File: src/rtl/if_fetch_stage_pkg.sv
// Core-wide fetch definitions: data width, the canonical NOP, the default
// boot PC and the FIFO entry layout.
package if_fetch_stage_pkg;

  localparam int XLEN = 32;

  // addi x0, x0, 0
  localparam logic [XLEN-1:0] NOP_INSTR        = 32'h0000_0013;
  localparam logic [XLEN-1:0] DEFAULT_RESET_PC = 32'h0000_0000;

  typedef struct packed {
    logic [XLEN-1:0] pc;
    logic [XLEN-1:0] instr;
  } fetch_entry_t;

  // Instructions are word aligned; low address bits are simply dropped.
  function automatic logic [XLEN-1:0] word_align(input logic [XLEN-1:0] addr);
    return {addr[XLEN-1:2], 2'b00};
  endfunction

endpackage

File: src/rtl/if_fifo.sv
// Small synchronous FIFO holding fetched {pc, instr} pairs. Head is read
// straight from the storage registers, so a push becomes visible one cycle
// later (no bypass). Flush empties the queue in one cycle.
module if_fifo
  import if_fetch_stage_pkg::*;
#(
  parameter int DEPTH = 2
) (
  input  logic                         clk,
  input  logic                         rst_n,
  input  logic                         push,
  input  fetch_entry_t                 push_data,
  input  logic                         pop,
  input  logic                         flush,
  output fetch_entry_t                 head,
  output logic                         empty,
  output logic [$clog2(DEPTH):0]       count
);

  localparam int AW = $clog2(DEPTH);
  localparam int CW = AW + 1;

  fetch_entry_t   mem_q [DEPTH];
  logic [AW-1:0]  rd_ptr_q;
  logic [AW-1:0]  wr_ptr_q;
  logic [CW-1:0]  count_q;
  logic           do_push;
  logic           do_pop;

  // Guard against pops when empty and pushes when full with no pop.
  always_comb begin
    do_pop  = pop && (count_q != '0);
    do_push = push && ((count_q != CW'(DEPTH)) || do_pop);
  end

  // Pointer and occupancy tracking; flush wins over push/pop.
  always_ff @(posedge clk or negedge rst_n) begin
    if (!rst_n) begin
      rd_ptr_q <= '0;
      wr_ptr_q <= '0;
      count_q  <= '0;
    end else if (flush) begin
      rd_ptr_q <= '0;
      wr_ptr_q <= '0;
      count_q  <= '0;
    end else begin
      if (do_push) wr_ptr_q <= wr_ptr_q + 1'b1;
      if (do_pop)  rd_ptr_q <= rd_ptr_q + 1'b1;
      count_q <= count_q + CW'(do_push) - CW'(do_pop);
    end
  end

  // Entry storage; contents are only observed while non-empty.
  always_ff @(posedge clk) begin
    if (do_push && !flush) mem_q[wr_ptr_q] <= push_data;
  end

  assign head  = mem_q[rd_ptr_q];
  assign empty = (count_q == '0);
  assign count = count_q;

endmodule

File: src/rtl/if_fetch_stage.sv
// Instruction fetch stage: issues word-aligned fetches under a credit limit,
// buffers in-order responses with their PCs and hands them to decode.
// Redirects restart fetch and discard everything already in flight.
module if_fetch_stage
  import if_fetch_stage_pkg::*;
#(
  parameter logic [XLEN-1:0] RESET_PC   = DEFAULT_RESET_PC,
  parameter int              FIFO_DEPTH = 2
) (
  input  logic            clk,
  input  logic            rst_n,
  output logic            imem_req,
  output logic [XLEN-1:0] imem_addr,
  input  logic            imem_gnt,
  input  logic            imem_rvalid,
  input  logic [XLEN-1:0] imem_rdata,
  input  logic            id_ready,
  output logic            if_valid,
  output logic [XLEN-1:0] instr_out,
  output logic [XLEN-1:0] pc_out,
  output logic [XLEN-1:0] pc_plus4_out,
  input  logic            redirect_valid,
  input  logic [XLEN-1:0] redirect_pc
);

  localparam int CW = $clog2(FIFO_DEPTH) + 1;
  localparam int SW = CW + 2;

  logic [XLEN-1:0] fetch_pc_q;
  logic [XLEN-1:0] resp_pc_q;
  logic [XLEN-1:0] pc_hold_q;
  logic [CW-1:0]   outstanding_q;
  logic [CW-1:0]   outstanding_nxt;
  logic [CW-1:0]   drop_cnt_q;
  logic [CW-1:0]   fifo_count;
  logic [SW-1:0]   committed;
  logic            fire;
  logic            push;
  logic            pop;
  logic            fifo_empty;
  fetch_entry_t    head;

  // Every slot that is requested, buffered or awaiting discard holds a credit,
  // so the buffer can always absorb every response that is kept.
  always_comb begin
    committed       = SW'(outstanding_q) + SW'(fifo_count) + SW'(drop_cnt_q);
    imem_req        = rst_n && !redirect_valid && (committed < SW'(FIFO_DEPTH));
    fire            = imem_req && imem_gnt;
    push            = imem_rvalid && (drop_cnt_q == '0) && !redirect_valid;
    outstanding_nxt = outstanding_q + CW'(fire) - CW'(imem_rvalid);
  end

  assign imem_addr = fetch_pc_q;

  if_fifo #(
    .DEPTH (FIFO_DEPTH)
  ) u_fifo (
    .clk       (clk),
    .rst_n     (rst_n),
    .push      (push),
    .push_data ('{pc: resp_pc_q, instr: imem_rdata}),
    .pop       (pop),
    .flush     (redirect_valid),
    .head      (head),
    .empty     (fifo_empty),
    .count     (fifo_count)
  );

  assign if_valid     = !fifo_empty;
  assign pop          = if_valid && id_ready;
  assign instr_out    = if_valid ? head.instr : NOP_INSTR;
  assign pc_out       = if_valid ? head.pc : pc_hold_q;
  assign pc_plus4_out = pc_out + 32'd4;

  // PC generation, credit and drop bookkeeping; a redirect turns everything
  // still in flight after this cycle into responses to be discarded.
  always_ff @(posedge clk or negedge rst_n) begin
    if (!rst_n) begin
      fetch_pc_q    <= RESET_PC;
      resp_pc_q     <= RESET_PC;
      pc_hold_q     <= RESET_PC;
      outstanding_q <= '0;
      drop_cnt_q    <= '0;
    end else begin
      outstanding_q <= outstanding_nxt;
      if (if_valid) pc_hold_q <= head.pc;
      if (redirect_valid) begin
        fetch_pc_q <= word_align(redirect_pc);
        resp_pc_q  <= word_align(redirect_pc);
        drop_cnt_q <= outstanding_nxt;
      end else begin
        if (fire) fetch_pc_q <= fetch_pc_q + 32'd4;
        if (push) resp_pc_q  <= resp_pc_q + 32'd4;
        if (imem_rvalid && (drop_cnt_q != '0)) drop_cnt_q <= drop_cnt_q - 1'b1;
      end
    end
  end

endmodule

File: config.mk
export PLATFORM = sky130hd
export DESIGN_NAME = if_fetch_stage
export DESIGN_NICKNAME = d
export VERILOG_FILES = /design/src/rtl/if_fetch_stage_pkg.sv /design/src/rtl/if_fifo.sv /design/src/rtl/if_fetch_stage.sv
export SDC_FILE = /design/constraint.sdc
export NUM_CORES = 1
export LEC_CHECK = 0
export CAP_MARGIN = 5
export CORE_MARGIN = 3
export CORE_UTILIZATION = 38
export CTS_CLUSTER_DIAMETER = 100
export DETAILED_ROUTE_END_ITERATION = 10
export PLACE_DENSITY = 0.64
export SYNTH_ARGS = -nofsm -noshare
export SYNTH_HDL_FRONTEND = slang
export SYNTH_SLANG_ARGS = --single-unit
File: constraint.sdc
create_clock -name clk -period 6.9 [get_ports clk]
set_input_delay 0.69 -clock clk [delete_from_list [all_inputs] [get_ports clk]]
set_output_delay 0.69 -clock clk [all_outputs]
set_load 0.02 [all_outputs]
==> metrics.md <==
| Metric | Value |
|---|---|
| Endpoint arrival time on the critical path | `about 4300 ps` |
| Grt ovf | `0` |
| Drt first pass iters | `5` |
| Die X | `169 µm` |
| CTS root buffer | `clkbuf_16` |
| Hold crit path type | `in -> async` |
| Crit end category | `output port` |
| Finish-stage setup viols | `0` |
| # H-tree levels | `1` |
| Clock transition at path regs | `roughly 60 ps` |
| Share of layout cells above drive strength 1 | `8.27%` |
| Initial Util | `between 30 and 40%` |
| Vias in the first global route | `6993` |
| Total number of vias | `7253` |
| Clock sinks | `224` |
| Synth top cells by count | `edfxtp_1, dfrtp_1, nand2_1` |
| Die Height | `169 µm` |
| Overall Power | `6450 µW` |
| RD Place Congestion | `a little over 0.8` |
| Area contributors post-synth | `edfxtp_1, dfrtp_1, mux2i_1` |
| Nets | `1115` |
| CTS resizes | `0` |
| Cell taking the most area after synthesis | `edfxtp_1` |
| Sequential area share after synthesis | `61.5%` |
| DR iter-0 viols | `401` |
| Crit path launch type | `flip-flop` |
| Drt wl/cell | `17.6 µm` |
| Post-synthesis cell count | `839` |
| R2R Path End | `drop_cnt_q[1]` |
| DP Worst Slack | `2370 ps` |
| Standard-cell rows | `59` |
| Final period util | `between 70 and 80%` |
| R2r setup slk | `roughly 3200 ps` |
| Netlist cell types | `53` |
| Leakage power total | `0.00476 µW` |
| Final worst-path setup slack | `~1900 ps` |
| Placed Cells | `1343` |
| Final Non-Filler Cells | `1387` |
| Dpl hpwl | `16700 µm` |
| CTS Hold Bufs | `0` |
| Top FF cell, synth | `edfxtp_1` |
| CTS tree | `built` |
| Min Tclk post-route | `5020 ps` |
| Setup Skew | `14.4 ps` |
| CTS Buffer Depth | `3` |
| Area delta synth->final | `30.2%` |
| EDFF count, synth | `124` |
| First-pass GRT wire length | `38600 µm` |
| Max FO, Critical Path | `63` |
| Latest clock arrival within the worst-skew pair | `520 ps` |
| Fin util | `50.4%` |
| Mean Syn Cell Area | `roughly 12 µm²` |
| CP Class | `reg -> out` |
| Setup tns final | `0 ps` |
| Synthesis Warnings | `0` |
| Antenna Cells | `0` |
| Rel. slew slack | `about 22%` |
| GRT Total Usage | `16.6%` |
| Post-CTS setup buffer count | `0` |
| Largest net degree at the start of global routing | `64` |
| PwrDens | `around 490 nW/µm²` |
| Die area | `about 29000 µm²` |
| Max Slew Vio Count | `0` |
| DRC viols | `0` |
| Syn Std Cell Area | `10100 µm²` |
| Ports | `200` |
| Async S/R FF share, synth | `between 40 and 50%` |
| Worst VDD drop | `0.000238 V` |
| Required @ worst endpoint | `between 6000 and 7000 ps` |
| RSZ-0062 raised after global routing | `false` |
| Synth Register Bits | `approximately 220` |
| Initial antenna violation count | `0` |
| Final hold vios | `0` |
| Fmax | `199 MHz` |
| Yosys top cell area share | `a little under two fifths` |
| Most frequent cell after synthesis | `edfxtp_1` |
| R2r worst-path depth | `16` |
| Max_cap viols | `0` |
| Routed WL | `24500 µm` |
| RR Startpoint | `u_fifo.count[1]` |
| Outcome | `finished, final reports clean` |
| Worst slew pin tran | `~1200 ps` |
| # port buffers | `195` |
| Drt via density | `between 5 and 6` |
| Routed Antenna Nets | `0` |
| Core Area | `roughly 26000 µm²` |
| CTS Buf Count | `24` |
stage by stage:
stage | hold WS, ps | cell area, µm²
detailed placement | 481 | 12400
floorplan | 394 | 10100
global route | 303 | 13200
global placement | 478 | 12400
finish | 260 | 13200
CTS | 277 | 13200
critical path: stages, from the launching register on:
cell and delay [ps]:
dfrtp_4 1150, mux2i_1 220, a21oi_1 460, and4_4 350, nand4_2 350, nor4_2 410
xor2_1 170, clkdlybuf4s50_1 640
layer usage:
metal / vias to the layer above / global-route usage, % / wire (µm)
li1: 3448 / - / -
met1: 3497 / 25.4 / 11900
met2: 281 / 25.1 / 10500
met3: 27 / 2.77 / 1670
met4: 0 / 3.24 / 345
met5: - / 0 / 0
layout by cell type (no fill, tap or decap), types with 11 or more instances in the layout:
master / count
buf_4: 13
a21oi_2: 14
nor3_1: 31
xnor2_1: 24
dfrtp_1: 99
clkdlybuf4s50_1: 193
clkbuf_16: 25
mux2i_1: 63
nand3_1: 36
nor2_1: 67
a21oi_1: 14
nand2_1: 81
edfxtp_1: 124
o21ai_0: 52
xor2_1: 39
nand4_1: 13
o211ai_1: 11
inv_1: 23
worst max-delay path by stage:
stage,startpoint,to,slack (ps),cells past startpoint
4_1_cts,u_fifo.rd_ptr_q,pc_plus4_out[31],1780,7
3_3_place_gp,u_fifo.rd_ptr_q,pc_plus4_out[31],2390,7
5_1_grt,u_fifo.rd_ptr_q,pc_plus4_out[23],1570,7
3_5_place_dp,u_fifo.rd_ptr_q,pc_plus4_out[31],2370,7
2_1_floorplan,redirect_valid,u_fifo.mem_q[0][0],2390,3
6_report,u_fifo.rd_ptr_q,pc_plus4_out[31],1880,7
cell families (layout without fill, tap and decap cells):
family / Yosys count / in the layout / synth area share, %
compound gates: 126 / 126 / 7.74
mux: 65 / 65 / 6.45
flops: 224 / 224 / 61.5
other cells: 1 / 2 / 0.0370
fa+ha+maj: 11 / 11 / 1.43
xor+xnor: 63 / 63 / 5.45
simple gates: 286 / 286 / 14.4
buf+inv: 63 / 275 / 2.98
registers in the layout, indices dropped and copies added (netlist names):
signal	count
u_fifo.mem_q	124
u_fifo.rd_ptr_q	1
drop_cnt_q	2
resp_pc_q	30
pc_hold_q	32
outstanding_q	2
u_fifo.count	2
imem_addr	30
u_fifo.wr_ptr_q	1
power breakdown:
part / switching, µW / total, µW / leakage, µW / internal, µW
clock: 520 / 1290 / 0.000393 / 768
sequential: 204 / 1860 / 0.00232 / 1660
combinational: 1880 / 3300 / 0.00204 / 1420
area by class of cell:
type | count | area, µm²
timing repair buffer | 207 | 2030
clock buffer | 35 | 683
inverter | 24 | 90.1
multi-input combinational | 553 | 3610
sequential | 224 | 6230
tap | 335 | 419
clock inverter | 9 | 116
fill | 2330 | 13000
Power figures use the tool's default switching activity.
